[src/rtl/regfile_pkg.sv]
// Shared defaults, reset image and typedefs for the multi-port register file.
package regfile_pkg;

    localparam int DATA_W_DEF = 24;
    localparam int NREGS_DEF  = 16;
    localparam int ADDR_W_DEF = $clog2(NREGS_DEF);
    localparam int INIT_LEN   = 6;

    typedef logic [ADDR_W_DEF-1:0] reg_addr_t;
    typedef logic [DATA_W_DEF-1:0] reg_data_t;

    localparam logic [23:0] INIT_VALUES [INIT_LEN] = '{
        24'h000000, 24'h001000, 24'h01CAC5,
        24'h03FFFF, 24'h03858C, 24'h03EFFF
    };

    // Registers past the end of the table come out of reset as zero.
    function automatic logic [23:0] init_value(input int idx);
        logic [23:0] v;
        v = '0;
        for (int k = 0; k < INIT_LEN; k++) begin
            if (k == idx) v = INIT_VALUES[k];
        end
        return v;
    endfunction

endpackage

[src/rtl/regfile_scoreboard.sv]
// Per-register load-pending bits with flush/reserve/clear priority and a registered population count.
module regfile_scoreboard
    import regfile_pkg::*;
#(
    parameter int NREGS    = NREGS_DEF,
    parameter int ADDR_W   = $clog2(NREGS),
    parameter int NRD      = 2,
    parameter int ZERO_REG = 1
) (
    input  logic                       clk,
    input  logic                       rst_n,
    input  logic [NRD-1:0][ADDR_W-1:0] rd_addr,
    output logic [NRD-1:0]             rd_pending,
    input  logic                       wa_en,
    input  logic [ADDR_W-1:0]          wa_addr,
    input  logic                       wb_en,
    input  logic [ADDR_W-1:0]          wb_addr,
    input  logic                       rsv_en,
    input  logic [ADDR_W-1:0]          rsv_addr,
    input  logic                       flush,
    output logic [ADDR_W:0]            pending_cnt
);

    logic [NREGS-1:0] pend_q, pend_d;
    logic [ADDR_W:0]  cnt_q, cnt_d;

    function automatic logic is_zero_reg(input logic [ADDR_W-1:0] a);
        return (ZERO_REG != 0) && (a == '0);
    endfunction

    always_comb begin
        pend_d = pend_q;
        cnt_d  = '0;
        for (int i = 0; i < NREGS; i++) begin
            if (flush)
                pend_d[i] = 1'b0;
            else if (rsv_en && rsv_addr == ADDR_W'(i) && !is_zero_reg(rsv_addr))
                pend_d[i] = 1'b1;
            else if ((wb_en && wb_addr == ADDR_W'(i)) || (wa_en && wa_addr == ADDR_W'(i)))
                pend_d[i] = 1'b0;
            cnt_d = cnt_d + {{ADDR_W{1'b0}}, pend_d[i]};
        end
    end

    always_ff @(posedge clk or negedge rst_n) begin
        if (!rst_n) begin
            pend_q <= '0;
            cnt_q  <= '0;
        end else begin
            pend_q <= pend_d;
            cnt_q  <= cnt_d;
        end
    end

    // A same-cycle writeback to the register already satisfies the consumer.
    always_comb begin
        rd_pending = '0;
        for (int p = 0; p < NRD; p++) begin
            rd_pending[p] = pend_q[rd_addr[p]]
                            && !(wa_en && wa_addr == rd_addr[p])
                            && !(wb_en && wb_addr == rd_addr[p])
                            && !is_zero_reg(rd_addr[p]);
        end
    end

    assign pending_cnt = cnt_q;

endmodule

[src/rtl/regfile_mp.sv]
// Multi-port register file: two write ports with write-through bypass, combinational reads,
// and a load-pending scoreboard for decode hazard detection.
module regfile_mp
    import regfile_pkg::*;
#(
    parameter int DATA_W   = DATA_W_DEF,
    parameter int NREGS    = NREGS_DEF,
    parameter int ADDR_W   = $clog2(NREGS),
    parameter int NRD      = 2,
    parameter int ZERO_REG = 1
) (
    input  logic                       clk,
    input  logic                       rst_n,
    input  logic [NRD-1:0][ADDR_W-1:0] rd_addr,
    output logic [NRD-1:0][DATA_W-1:0] rd_data,
    output logic [NRD-1:0]             rd_pending,
    input  logic                       wa_en,
    input  logic [ADDR_W-1:0]          wa_addr,
    input  logic [DATA_W-1:0]          wa_data,
    input  logic                       wb_en,
    input  logic [ADDR_W-1:0]          wb_addr,
    input  logic [DATA_W-1:0]          wb_data,
    input  logic                       rsv_en,
    input  logic [ADDR_W-1:0]          rsv_addr,
    input  logic                       flush,
    output logic [ADDR_W:0]            pending_cnt
);

    logic [NREGS-1:0][DATA_W-1:0] mem_q, mem_d;

    function automatic logic is_zero_reg(input logic [ADDR_W-1:0] a);
        return (ZERO_REG != 0) && (a == '0);
    endfunction

    // Port B is applied first so a same-address port A write overrides it.
    always_comb begin
        mem_d = mem_q;
        if (wb_en && !is_zero_reg(wb_addr)) mem_d[wb_addr] = wb_data;
        if (wa_en && !is_zero_reg(wa_addr)) mem_d[wa_addr] = wa_data;
    end

    always_ff @(posedge clk or negedge rst_n) begin
        if (!rst_n) begin
            for (int i = 0; i < NREGS; i++) mem_q[i] <= DATA_W'(init_value(i));
        end else begin
            mem_q <= mem_d;
        end
    end

    always_comb begin
        rd_data = '0;
        for (int p = 0; p < NRD; p++) begin
            if (is_zero_reg(rd_addr[p]))
                rd_data[p] = '0;
            else if (wa_en && wa_addr == rd_addr[p])
                rd_data[p] = wa_data;
            else if (wb_en && wb_addr == rd_addr[p])
                rd_data[p] = wb_data;
            else
                rd_data[p] = mem_q[rd_addr[p]];
        end
    end

    regfile_scoreboard #(
        .NREGS    (NREGS),
        .ADDR_W   (ADDR_W),
        .NRD      (NRD),
        .ZERO_REG (ZERO_REG)
    ) u_scoreboard (
        .clk         (clk),
        .rst_n       (rst_n),
        .rd_addr     (rd_addr),
        .rd_pending  (rd_pending),
        .wa_en       (wa_en),
        .wa_addr     (wa_addr),
        .wb_en       (wb_en),
        .wb_addr     (wb_addr),
        .rsv_en      (rsv_en),
        .rsv_addr    (rsv_addr),
        .flush       (flush),
        .pending_cnt (pending_cnt)
    );

endmodule

[config.mk]
export PLATFORM = sky130hd
export DESIGN_NAME = regfile_mp
export DESIGN_NICKNAME = d
export VERILOG_FILES = /design/src/rtl/regfile_pkg.sv /design/src/rtl/regfile_scoreboard.sv /design/src/rtl/regfile_mp.sv
export SDC_FILE = /design/constraint.sdc
export NUM_CORES = 1
export LEC_CHECK = 0
export CAP_MARGIN = 20
export CORE_UTILIZATION = 41
export DETAILED_ROUTE_END_ITERATION = 8
export SLEW_MARGIN = 20
export SYNTH_ARGS = -nofsm -noshare
export SYNTH_HDL_FRONTEND = slang
export SYNTH_HIERARCHICAL = 1
export SYNTH_SLANG_ARGS = --single-unit
[constraint.sdc]
create_clock -name clk -period 4.6 [get_ports clk]
set_input_delay 0.92 -clock clk [delete_from_list [all_inputs] [get_ports clk]]
set_output_delay 0.92 -clock clk [all_outputs]
set_load 0.02 [all_outputs]
==> results of run 1 <==
==> kinds of logic after synthesis <==
group | share of synthesized area [%]
simple gates | 12.1
fa+ha+maj | 0.982
compound gates | 14.6
xor+xnor | 1.11
buf+inv | 6.41
flops | 38.1
mux | 26.6
==> power by group through the flow <==
stage	Combinational [W]	Sequential, W	Clock (W)
finish	0.00346	0.00514	0.00393
global route	0.00371	0.00523	0.00412
CTS	0.00343	0.00511	0.00397
detailed placement	0.00347	0.00516	0
global placement	0.00337	0.00511	0
floorplan	0.00242	0.00490	0
==> state kept, by name, indices dropped and copies added (netlist names) <==
name                      count
mem_q                       384
u_scoreboard/pend_q          16
u_scoreboard/pending_cnt      5
==> how the worst max path moves through the flow <==
| stage | start | endpoint | slack [ns] | depth (start not counted) |
|---|---|---|---|---|
| 2_1_floorplan | wa_addr[0] | u_scoreboard/pending_cnt[1] | 0.02 | 16 |
| 3_3_place_gp | wa_en | u_scoreboard/pending_cnt[1] | -0.62 | 15 |
| 3_5_place_dp | wa_en | u_scoreboard/pending_cnt[1] | -0.72 | 15 |
| 4_1_cts | wb_addr[3] | u_scoreboard/pending_cnt[1] | 0.007 | 15 |
| 5_1_grt | wa_addr[2] | u_scoreboard/pending_cnt[4] | -0.005 | 16 |
| 6_report | rd_addr[3] | rd_data[14] | 0.07 | 8 |
==> Yosys cell counts (all sizes together), types with 2 or more instances <==
cell and instances:
a211oi 4, a21o 6, a21oi 394, a221oi 25
a22o 48, a22oi 17, a31oi 2, a32oi 3
and2 2, and3 8, and3b 4, buf 144
clkbuf 191, dfrtp 352, dfstp 53, fa 10
ha 5, inv 39, mux2 48, mux2i 266
mux4 174, nand2 118, nand2b 7, nand3 22
nand3b 5, nor2 480, nor2b 15, nor3 52
nor3b 8, nor4 30, o21ai 168, o22ai 24
o41ai 2, or3 3, or4 2, xnor2 10
xor2 24
==> per-stage QoR <==
step           hold slack (ns)  utilization, %  setup slack (ns)
2_1_floorplan            0.441               -            0.0154
3_3_place_gp             0.378            46.2            -0.619
3_5_place_dp             0.386            46.2            -0.720
4_1_cts                  0.400            48.8           0.00682
5_1_grt                  0.190            49.0          -0.00510
6_report                 0.181            49.0            0.0724
==> layer usage <==
metal	track usage (%)	vias to the layer above	part of all wire, %
met1	40.9	11600	40
met2	46.2	1314	45
met3	7.03	260	10
met4	13.2	2	4.7
met5	0	-	0.013
li1	-	10000	-
==> cell type report <==
type	instances	area share, %
flip-flops and latches	405	32.3
clock inverters	16	0.456
multi-input cells	1988	47.9
well taps	855	3.39
repair buffers	343	10.8
inverters	39	0.464
diodes	3	0.0238
clock buffers	74	4.66
==> what timing repair did <==
item,in CTS,in global routing
setup buffers,5,0
gates resized for setup,56,21
pin swaps,2,3
setup endpoints to repair,46,13
hold buffers,0,0
==> impl_results.md, run 1 <==
* Clk sinks at 405
* Slowest stage cell on the critical path: clkdlybuf4s50_1
* Die H at 257 um
* CP Launch Type: input pin
* Final Slew Violations at 0
* VDD IR max at 0.329 mV
* Logic pwr share at 27.6%
* Reg-to-reg critical path startpoint: u_scoreboard/pend_q[0]
* Placed Cells at 3624
* Worst Setup End Kind: output pin
* Crit share post-route at 98.4%
* P_int at 0.00856 W
* Syn Inst Count at 2767
* Share of layout cells above drive strength 1 at 22.8%
* Buf+Inv Stages, Crit Path at 3
* CP max stage delay at 0.70 ns
* Filler cell count at 5897
* EDFF count, synth at 0
* Area post-placement at 29800 um^2
* Synth cell types at 53
* R2r endpoint: u_scoreboard/pending_cnt[1]
* Worst Tran Pin Value at 0.842 ns
* Antenna viol nets, final at 0
* Finished Layout Cells at 3723
* Crit path max fanout at 24
* Share of the synthesized area in the top cell type at 32.9%
* Io pins at 129
* Power per cell area at 397 nW/um^2
* Outcome: completed
* Slew HR at 43.7%
* Critical path's top delay family: buffers and inverters
* Hold WC Path Type: in2async
* Clock buffer depth at 3
* Vias at 23200
* Area of the die at 66300 um^2
* Initial DRC Count at 2807
* Leakage dissipation at 12.6 nW
* Synth Cell Area at 26800 um^2
* WS Path Type: in2out
* All-layer global routing usage at 30.2%
* Initial Utilization at 41.5%
* Most frequent cells in the layout: nor2_1 (468), a21oi_1 (393), dfrtp_1 (352)
* Post-Layout Inst Area at 31600 um^2
* Via density at 6.24
* NetSw at 0.00396 W
* Footprint of the multi-input gates at 15100 um^2
* CP arrival at 3.61 ns
* Width of the die at 257 um
* Sequential area share after synthesis at 38.1%
* Flop-to-flop setup slack at 0.79 ns
* Hold Violations, Final at 0
* DP HPWL at 64500 um
* Initial DRT Pass Iterations at 7
* Drt total wl at 101000 um
* FF+latch count, synth at 405
* Wire per inst at 27.1 um
* Top cells by area, synth: dfrtp_1 (33%), mux4_2 (14%), mux2i_1 (10%), a21oi_1 (7.4%), nor2_1 (6.6%)
* Post-layout net count at 2914
* FF/Latch Area at 10200 um^2
* Commonest non-fill, non-tap cell in the layout: nor2_1
* Cell mode on critical path: clkdlybuf4s50_1
* Final setup fails at 0
* Cells along the critical path: clkdlybuf4s50_1 -> xor2_1 -> nor3_2 -> nand3_2 -> nor2b_4 -> buf_12 -> a221oi_2 -> clkdlybuf4s50_1
* Layout area overhead at 18.0%
* Max-cap viol count at 0
* CTS tree: done
* Num rows at 93
* Clock network power share at 31.4%
* GRT overflow at 0
* WP data required at 3.68 ns
* Initial antenna violation count at 4
* Final Total Pwr at 0.0125 W
* Core region area at 64500 um^2
* Mapped Avg Cell Area at 9.67 um^2
* FMAX at 221 MHz
* Number of global-route vias before repair at 23100
* Sw frac at 31.6%
* Synth Warn # at 6
* Sequential power share at 41.0%
* Worst-Skew Late Latency at 0.60 ns
* Port Buffer Count at 128
* Clock Pin Slew Worst Setup and Hold Paths at 0.06 ns
* Syn_nets at 2856
* H-tree levels at 2
* Reg2Reg Depth at 13
* DRC Markers at 0
* Worst clock skew at 0.00969 ns
* Total CTS buffers at 48
* Post-synth top area cell: dfrtp_1
* First-pass GRT wire length at 151000 um
* Largest net degree at the start of global routing at 122
* Sum of negative setup slack at 0 ns
* Placer's final routability congestion estimate at 0.920
* Top_reg_cell synth: dfrtp_1
* Clock Tree Root: clkbuf_16
* Fraction of registers with async set/reset at 100%
* Fin crit period at 4.53 ns
(Power assumes the default switching activity.)
==> run 2: changes to the inputs <==
--- a/config.mk
+++ b/config.mk
@@ -5,7 +5,6 @@
 export SDC_FILE = /design/constraint.sdc
 export NUM_CORES = 1
 export LEC_CHECK = 0
-export CAP_MARGIN = 20
 export CORE_UTILIZATION = 41
 export DETAILED_ROUTE_END_ITERATION = 8
 export SLEW_MARGIN = 20
==> results of run 2 <==
Final layout, timing and power as in run 1 (identical DEF).
